**src/rtl/uart_pkg.sv**
```systemverilog
// Shared types and line-level constants for the UART transmit path.
package uart_pkg;

  typedef enum logic [2:0] {
    IDLE,
    START,
    DATA,
    PARITY,
    STOP
  } state_e;

  localparam logic IDLE_LEVEL = 1'b1;
  localparam logic START_BIT  = 1'b0;
  localparam logic STOP_BIT   = 1'b1;
  localparam logic PAR_EVEN   = 1'b0;
  localparam logic PAR_ODD    = 1'b1;

endpackage

```
**src/rtl/uart_parity_calc.sv**
```systemverilog
// Combinational parity bit for a latched data word; even or odd selectable.
module uart_parity_calc
  import uart_pkg::*;
#(
  parameter int unsigned DATA_WD = 8
) (
  input  logic [DATA_WD-1:0] data_i,
  input  logic               par_typ_i,
  output logic               par_bit_c_o
);

  // Even parity makes the total count of ones even; odd inverts that.
  always_comb begin
    par_bit_c_o = ^data_i;
    if (par_typ_i == PAR_ODD) begin
      par_bit_c_o = ~(^data_i);
    end
  end

endmodule

```
**src/rtl/uart_tx_serializer.sv**
```systemverilog
// UART transmitter: start bit, LSB-first data, optional parity, one stop bit.
// One i_clk cycle is one bit period; outputs are registered from the current state.
module uart_tx_serializer
  import uart_pkg::*;
#(
  parameter int unsigned DATA_WD = 8
) (
  input  logic               i_clk,
  input  logic               i_rst,
  input  logic               i_data_valid,
  input  logic [DATA_WD-1:0] i_p_data,
  input  logic               i_par_en,
  input  logic               i_par_typ,
  output logic               o_tx_out,
  output logic               o_busy
);

  localparam int unsigned CNT_WD = $clog2(DATA_WD);
  localparam logic [CNT_WD-1:0] CNT_LAST = CNT_WD'(DATA_WD - 1);

  state_e              state_q, state_d;
  logic [CNT_WD-1:0]   cnt_q, cnt_d;
  logic [DATA_WD-1:0]  data_q, data_d;
  logic                par_en_q, par_en_d;
  logic                par_typ_q, par_typ_d;
  logic                tx_q, tx_d;
  logic                busy_q, busy_d;
  logic                par_bit_c;

  uart_parity_calc #(
    .DATA_WD(DATA_WD)
  ) u_parity (
    .data_i     (data_q),
    .par_typ_i  (par_typ_q),
    .par_bit_c_o(par_bit_c)
  );

  always_ff @(posedge i_clk or posedge i_rst) begin
    if (i_rst) begin
      state_q   <= IDLE;
      cnt_q     <= '0;
      data_q    <= '0;
      par_en_q  <= 1'b0;
      par_typ_q <= 1'b0;
      tx_q      <= IDLE_LEVEL;
      busy_q    <= 1'b0;
    end else begin
      state_q   <= state_d;
      cnt_q     <= cnt_d;
      data_q    <= data_d;
      par_en_q  <= par_en_d;
      par_typ_q <= par_typ_d;
      tx_q      <= tx_d;
      busy_q    <= busy_d;
    end
  end

  // Next state, bit counter and line level; configuration latched only in IDLE.
  always_comb begin
    state_d   = state_q;
    cnt_d     = '0;
    data_d    = data_q;
    par_en_d  = par_en_q;
    par_typ_d = par_typ_q;
    tx_d      = IDLE_LEVEL;
    busy_d    = 1'b0;
    case (state_q)
      IDLE: begin
        if (i_data_valid) begin
          data_d    = i_p_data;
          par_en_d  = i_par_en;
          par_typ_d = i_par_typ;
          state_d   = START;
        end
      end
      START: begin
        tx_d    = START_BIT;
        busy_d  = 1'b1;
        state_d = DATA;
      end
      DATA: begin
        tx_d   = data_q[cnt_q];
        busy_d = 1'b1;
        if (cnt_q == CNT_LAST) begin
          cnt_d   = '0;
          state_d = par_en_q ? PARITY : STOP;
        end else begin
          cnt_d = cnt_q + CNT_WD'(1);
        end
      end
      PARITY: begin
        tx_d    = par_bit_c;
        busy_d  = 1'b1;
        state_d = STOP;
      end
      STOP: begin
        tx_d    = STOP_BIT;
        busy_d  = 1'b1;
        state_d = IDLE;
      end
      default: begin
        state_d = IDLE;
      end
    endcase
  end

  assign o_tx_out = tx_q;
  assign o_busy   = busy_q;

endmodule

```
**config.mk**
```make
export PLATFORM = sky130hd
export DESIGN_NAME = uart_tx_serializer
export DESIGN_NICKNAME = d
export VERILOG_FILES = /design/src/rtl/uart_pkg.sv /design/src/rtl/uart_parity_calc.sv /design/src/rtl/uart_tx_serializer.sv
export SDC_FILE = /design/constraint.sdc
export NUM_CORES = 1
export LEC_CHECK = 0
export ABC_AREA = 1
export BUFFER_PORTS_ARGS = -buffer_cell sky130_fd_sc_hd__buf_2
export CORE_UTILIZATION = 52
export CTS_BUF_LIST = sky130_fd_sc_hd__clkbuf_4 sky130_fd_sc_hd__clkbuf_8
export DETAILED_ROUTE_END_ITERATION = 12
export GPL_TIMING_DRIVEN = 1
export PLACE_DENSITY_LB_ADDON = 0.3
export SLEW_MARGIN = 20
export SYNTH_ARGS = -nofsm -noshare
export SYNTH_HDL_FRONTEND = slang
export SYNTH_HIERARCHICAL = 1
export SYNTH_SLANG_ARGS = --single-unit
```
**constraint.sdc**
```tcl
create_clock -name i_clk -period 1.2 [get_ports i_clk]
set_input_delay 0.06 -clock i_clk [delete_from_list [all_inputs] [get_ports i_clk]]
set_output_delay 0.06 -clock i_clk [all_outputs]
set_load 0.1 [all_outputs]
```
=== Yosys cells after proc, flatten, opt, wreduce, memory -nomap -nowiden ===
Cells that the tools add are included.
Widths: inputs -> output; s select.

* Word-level logic and storage cells: 33
* Input bits: 13
* Register bits after elaboration: 18

* Magnitude comparators: 1
* Bitwise operators: 1
* Mux-type cells: 11
* Reductions and logical operators: 5
* Add/sub/neg operators: 1
* Equality and inequality tests: 7

{| class="wikitable"
|+ Operator list
! operator !! number
|-
| $mux 3 || 5
|-
| $pmux 3 s4 || 1
|-
| $reduce_xor 8->1 || 1
|-
| $eq 3x2->1 const B || 2
|-
| $eq 3x3->1 const B || 2
|-
| $lt 3x4->1 const B || 1
|-
| $ne 2x2->1 const B || 2
|-
| $reduce_and 2->1 || 2
|-
| $reduce_or 4->1 || 1
|-
| $add 3x1->3 const B || 1
|-
| $bmux 1 s3 || 1
|-
| $eq 3x1->1 const B || 1
|-
| $logic_not 3->1 || 1
|-
| $mux 1 || 3
|-
| $pmux 1 s3 || 1
|-
| $not 1->1 || 1
|}

=== Longest topological paths before layout ===
* Depth in word-level cells: 4
* Gate-level depth with buffers: 12
* Gate-level depth less buffers: 12

=== Modules after synthesis ===
The synthesis kept the hierarchy.

{| class="wikitable"
|+ Modules (own cells, without submodules)
! module !! instances !! sequential area each (µm²) !! area an instance (µm²) !! cells an instance
|-
| uart_tx_serializer || 1 || 451.7 || 894.6 || 98
|-
| uart_parity_calc || 1 || 0.0 || 163.9 || 38
|}

=== Worst setup path before layout ===
Ideal clock, no wire load.

* Kind: reg-to-reg
* Start point: register cnt_q[0]
* End point: register state_q[1]
* Buffers on the path: 0
* Data arrival time: 1.052 ns
* Slack: 0.026 ns
* Data required time: 1.078 ns
* Stages on the path, launching flop included: 7
* Library setup time: 0.122 ns
* Cells stage by stage: dfrtp_1 ha_1 ha_1 inv_1 nand2_2 o21ai_2 o21ai_1

* Word-level cells in the longest chain between the ends: 3

{| class="wikitable"
|+ Ends and longest elaborated chain
! what !! line !! source
|-
| start: declaration || uart_tx_serializer.sv:22 || <nowiki>logic [CNT_WD-1:0] cnt_q, cnt_d;</nowiki>
|-
| start signal: assignment || uart_tx_serializer.sv:49 || <nowiki>cnt_q <= cnt_d;</nowiki>
|-
| $eq 3x3->1 || uart_tx_serializer.sv:84 || <nowiki>if (cnt_q == CNT_LAST) begin</nowiki>
|-
| $ne 2x2->1 (no source line) || n/a ||
|-
| $reduce_and 2->1 (no source line) || n/a ||
|-
| end signal: assignment || uart_tx_serializer.sv:48 || <nowiki>state_q <= state_d;</nowiki>
|-
| end: declaration || uart_tx_serializer.sv:21 || <nowiki>state_e state_q, state_d;</nowiki>
|}

Every way passes these cells.
A chain may end at the register's enable or synchronous reset.

=== Worst setup path after layout ===
* Start point: register data_q[3]
* End point: register tx_q, in the netlist o_tx_out

* Word-level cells in the longest chain between the ends: 4
* Elaborated cells between the ends (all ways): 6
* Classes of those cells: mux (4); bitwise (1); reduce/logical (1)

{| class="wikitable"
|+ Ends and longest elaborated chain
! what !! line !! source
|-
| start: declaration || uart_tx_serializer.sv:23 || <nowiki>logic [DATA_WD-1:0] data_q, data_d;</nowiki>
|-
| start signal: assignment || uart_tx_serializer.sv:50 || <nowiki>data_q <= data_d;</nowiki>
|-
| $reduce_xor 8->1 * || uart_parity_calc.sv:14, uart_parity_calc.sv:16 ||
|-
| $not 1->1 || uart_parity_calc.sv:16 || <nowiki>par_bit_c_o = ~(^data_i);</nowiki>
|-
| $mux 1 * || uart_parity_calc.sv:15 || <nowiki>if (par_typ_i == PAR_ODD) begin</nowiki>
|-
| net par_bit_c || uart_tx_serializer.sv:28 || <nowiki>logic par_bit_c;</nowiki>
|-
| $pmux 1 s3 * || uart_tx_serializer.sv:67 || <nowiki>case (state_q)</nowiki>
|-
| net tx_d || uart_tx_serializer.sv:26 || <nowiki>logic tx_q, tx_d;</nowiki>
|-
| end signal: assignment || uart_tx_serializer.sv:53 || <nowiki>tx_q <= tx_d;</nowiki>
|-
| end: declaration || uart_tx_serializer.sv:26 ||
|}

Mark *: on every way through the listed nets, which the timed path passes. The rest lies on a longest branch. The select of a mux whose other input is x is not followed.

==> results.md <==
Global route:
- The first global-routing pass estimated 3210 um of wire.
- The number of global-route vias before repair is 816.
- Global routing consumed, over all layers together, 21.4% of the routing resources.
- Entering global routing, the biggest net connects 21 pins.
- The initial antenna violation count came to 0.
- The total congestion overflow is 0.

Power and ir drop:
- The switching power share of the total is 48.3%.
- In this run the power density over the cells is 2760 nW/um2.
- The clock network burns 9.9% of the power.
- The analysis attributes to net switching a power of 1.82 mW.
- For this design the static power due to leakage is 0.718 nW.
- IR analysis of the VDD net gives a maximum drop of 0.00185 V.
- Of the total power, combinational logic draws 59.5%.
- The cell internal power dissipation is 1.95 mW.
- After layout, the design draws a total of 3.77 mW.
- The proportion of power drawn by flip-flops and latches is 30.6%.

Routing:
- In this run, the number of DRC markers left after iteration 0 of detailed routing was 12.
- The total vias in the final route is 910.
- Once detail routing completed, the nets flagged for antenna violations numbered 0.
- In the final routed layout, each cell accounts on average for 10.6 um.
- The routed wire length is 2020 um.
- The count of unresolved DRC violations after routing is 0.
- The detail-routed via count per cell is 4.76.
- The number of detailed-route iterations in the first pass is 4.

STA:
- After layout, the worst setup slack is -0.00225 ns.
- The share of the clock period used by the worst path after layout is 100%.
- Setup repair after global routing could not meet its margin everywhere.
- The time the worst path needs with I/O delays and setup is 1.20 ns.
- Based on the critical path, the design can be clocked at up to 832 MHz.
- The maximum clock skew at final layout is 0.00226 ns.
- The final number of setup-violating endpoints is 1.
- The total count of hold-check failures in the final report came to 0.
- The tightest hold margin is 0.00636 ns.
- The max-slew headroom at the worst pin is 67.9%.
- The transition time of the tightest slew-check pin is 0.485 ns.
- The final-report max-slew violation count is 0.

Synth:
- Counting instances in the post-synthesis netlist gives the leading cell types as 35 x sky130_fd_sc_hd__nand2_1, 27 x sky130_fd_sc_hd__inv_1, 17 x sky130_fd_sc_hd__dfrtp_1.
- The cell area that synthesis handed to floorplanning was 1060 um2.
- The async set-or-reset flop fraction in the synthesized netlist is 100%.
- The post-synthesis instance total is 136.
- After synthesis, the mean cell area works out to 7.78 um2.
- Counting flops and latches in the post-synthesis netlist gives 18.
- The commonest register cell after synthesis is sky130_fd_sc_hd__dfrtp_1.
- The share of the Yosys chip area taken by registers is 42.7%.
- During synthesis, Yosys emitted a total of 6 warnings.
- sky130_fd_sc_hd__nand2_1 is the most common cell in the netlist.
- Of the post-synthesis cell area, the dominant cell type holds 40.2%.
- After synthesis, the cell types taking the most area are sky130_fd_sc_hd__dfrtp_1 40%, sky130_fd_sc_hd__nand2_1 12%, sky130_fd_sc_hd__inv_1 9.6%, sky130_fd_sc_hd__a21oi_2 6.6%, sky130_fd_sc_hd__nor2_2 5.9%.
- The synthesized design contains 0 enable-type register cells.
- The number of nets in the synthesized netlist is 151.
- The cell taking the most area after synthesis is sky130_fd_sc_hd__dfrtp_1.
- The netlist uses 21 different library cells.

Layout:
- The count of nets after finishing is 182.
- The number of fill cells in the layout is 143.
- Compared with the post-synthesis result, the final layout area differs by 28.7%.
- 0 antenna diodes ended up in the layout.
- The fraction of layout instances using a drive strength above 1 is 40.4%.

Floorplan:
- The overall die width is 47.1 um.
- The die extent in y is 47.1 um.
- The standard cell core area is 1820 um2.
- The number of placement rows is 15.
- The area of the die is 2220 um2.
- For this design the top-level I/O count stands at 15.
- The initial core utilization is 58.1%.

Worst setup path:
- The signal on the critical path passes through inv_1 > nand2_1 > nand2_1 > nand2_1 > nand2_2 > inv_2 > nand3_1 > nand2_1 > inv_1 > a31oi_1 > nand2_1.
- STA classifies the critical path endpoint as a flop.
- For this design, the slowest cell found on the critical path is sky130_fd_sc_hd__dfrtp_1.
- The element type at the critical path start is a flop.
- The peak per-stage delay on the critical path is 0.41 ns.
- The cell that appears most often on the critical path is sky130_fd_sc_hd__nand2_1.
- The data arrival time of the critical path is 1.43 ns.
- The required time of the critical path is 1.43 ns.
- The path type of the worst setup path is reg2reg.
- The worst-path maximum fanout is 4.

Placement:
- Detailed placement ended at an HPWL of 1440 um.
- The last weighted congestion value of the routability-driven placer is 0.768.
- The count of buffers inserted at the top-level ports is 14.

CTS:
- The clock tree from TritonCTS is built.
- The total clock buffers created by CTS is 3.
- The tree built by TritonCTS fans out to 18 sinks.
- The deepest level of the CTS H-tree is 1.
- The later-pin clock latency in the skew report is 0.29 ns.
- Clock-pin slew was measured on the worst setup and hold paths at 0.10 ns.
- In this run the deepest clock path goes through 2 buffers.
- The clock tree root buffer cell is sky130_fd_sc_hd__clkbuf_4.

Outcome:
- The final reports fail on setup timing.
- The flow ran to the end, but the final reports show violations.

Min path:
- The class of the tightest hold or removal check is in2reg.

Job:
- The number of max-cap violations is 0.
==> worst paths after layout <==
| kind | cells past startpoint | slack, ns | startpoint | endpoint |
|---|---|---|---|---|
| setup / recovery | 11 | -0.002 | data_q[3]$_DFFE_PP0P_ | o_tx_out$_DFF_PP1_ |
| hold / removal | 3 | 0.006 | i_p_data[1] | data_q[1]$_DFFE_PP0P_ |
| setup reg to reg | 11 | -0.002 | data_q[3]$_DFFE_PP0P_ | o_tx_out$_DFF_PP1_ |
| hold reg to reg | 2 | 0.51 | state_q[2]$_DFFE_PP0P_ | o_busy$_DFF_PP0_ |
| max in group asynchronous | 4 | 0.63 | i_rst | o_tx_out$_DFF_PP1_ |
| min in group asynchronous | 4 | 0.31 | i_rst | data_q[3]$_DFFE_PP0P_ |
==> worst max-delay path, delay by kind of cell, from the launching register on <==
family                 cells  cell delay, ns
AOI/OAI and AO/OA          1            0.11
DFF                        1            0.41
and+or+nand+nor            7            0.47
buffers and inverters      3            0.16
==> power by group through the flow <==
stage	sequential (mW)	combinational, mW	clock (mW)
floorplan	1.35	1.38	0
global placement	1.12	2.01	0
detailed placement	1.14	2.08	0
CTS	1.13	2.11	0.387
global route	1.18	2.50	0.415
finish	1.15	2.24	0.373
==> flip-flops by register name, summed over array words and instances (netlist names) <==
| signal | flops |
|---|---|
| data_q | 8 |
| cnt_q | 3 |
| o_tx_out | 1 |
| o_busy | 1 |
| state_q | 3 |
| par_en_q | 1 |
| par_typ_q | 1 |
==> per-layer routing <==
| metal | part of all wire [%] | wire (um) | up-vias | track usage [%] |
|---|---|---|---|---|
| met5 | 0 | 0 | - | 0 |
| met4 | 3.2 | 64 | 0 | 13.7 |
| met3 | 2.3 | 46 | 9 | 5.00 |
| met2 | 49 | 996 | 16 | 35.8 |
| met1 | 45 | 916 | 416 | 24.5 |
| li1 | - | - | 469 | - |
==> cells in the final DEF (no fill, tap or decap), drive strengths merged <==
master and count:
nor3 1, a31oi 1, clkbuf 4, nand3 9
nor2 16, buf 20, dfrtp 17, xor2 1
ha 2, inv 29, nand2 41, o21ai 5
dfstp 1, a21oi 9, nand3b 1, dlygate4sd3 8
o21bai 1
==> logic make-up (layout without fill, tap and decap cells) <==
group	after synthesis	count (layout)	share of synthesized area (%)
simple gates	68	68	29.9
buf+inv	31	61	12.4
flops	18	18	42.7
compound gates	16	16	11.8
fa+ha+maj	2	2	2.36
xor+xnor	1	1	0.828
==> metrics by stage <==
step	util (%)	std cells	TNS [ns]	instance area (um2)	worst slack [ns]
after global placement	66.0	178	0	1200	0.0297
after detailed placement	66.0	178	-0.00744	1200	-0.00744
after floorplan	-	136	0	1060	0.0256
after global routing	74.8	191	-0.132	1360	-0.114
final	74.8	191	-0.00225	1360	-0.00225
after CTS	72.0	189	0	1310	0.000196
==> cell type report <==
class | count | area (um2) | area share [%]
Sequential cell | 18 | 454 | 33.3
Clock buffer | 4 | 36.3 | 2.66
Timing Repair Buffer | 28 | 223 | 16.3
Multi-Input combinational cell | 87 | 509 | 37.4
Tap cell | 25 | 31.3 | 2.30
Inverter | 29 | 109 | 7.99
==> timing repair <==
action,in CTS,in global routing
hold endpoints to repair,24,1
pin swaps,2,3
gates resized for setup,1,13
buffers inserted,0,1
hold buffers,7,1
endpoints found under the setup margin,1,14
Power figures use the tool's default switching activity.
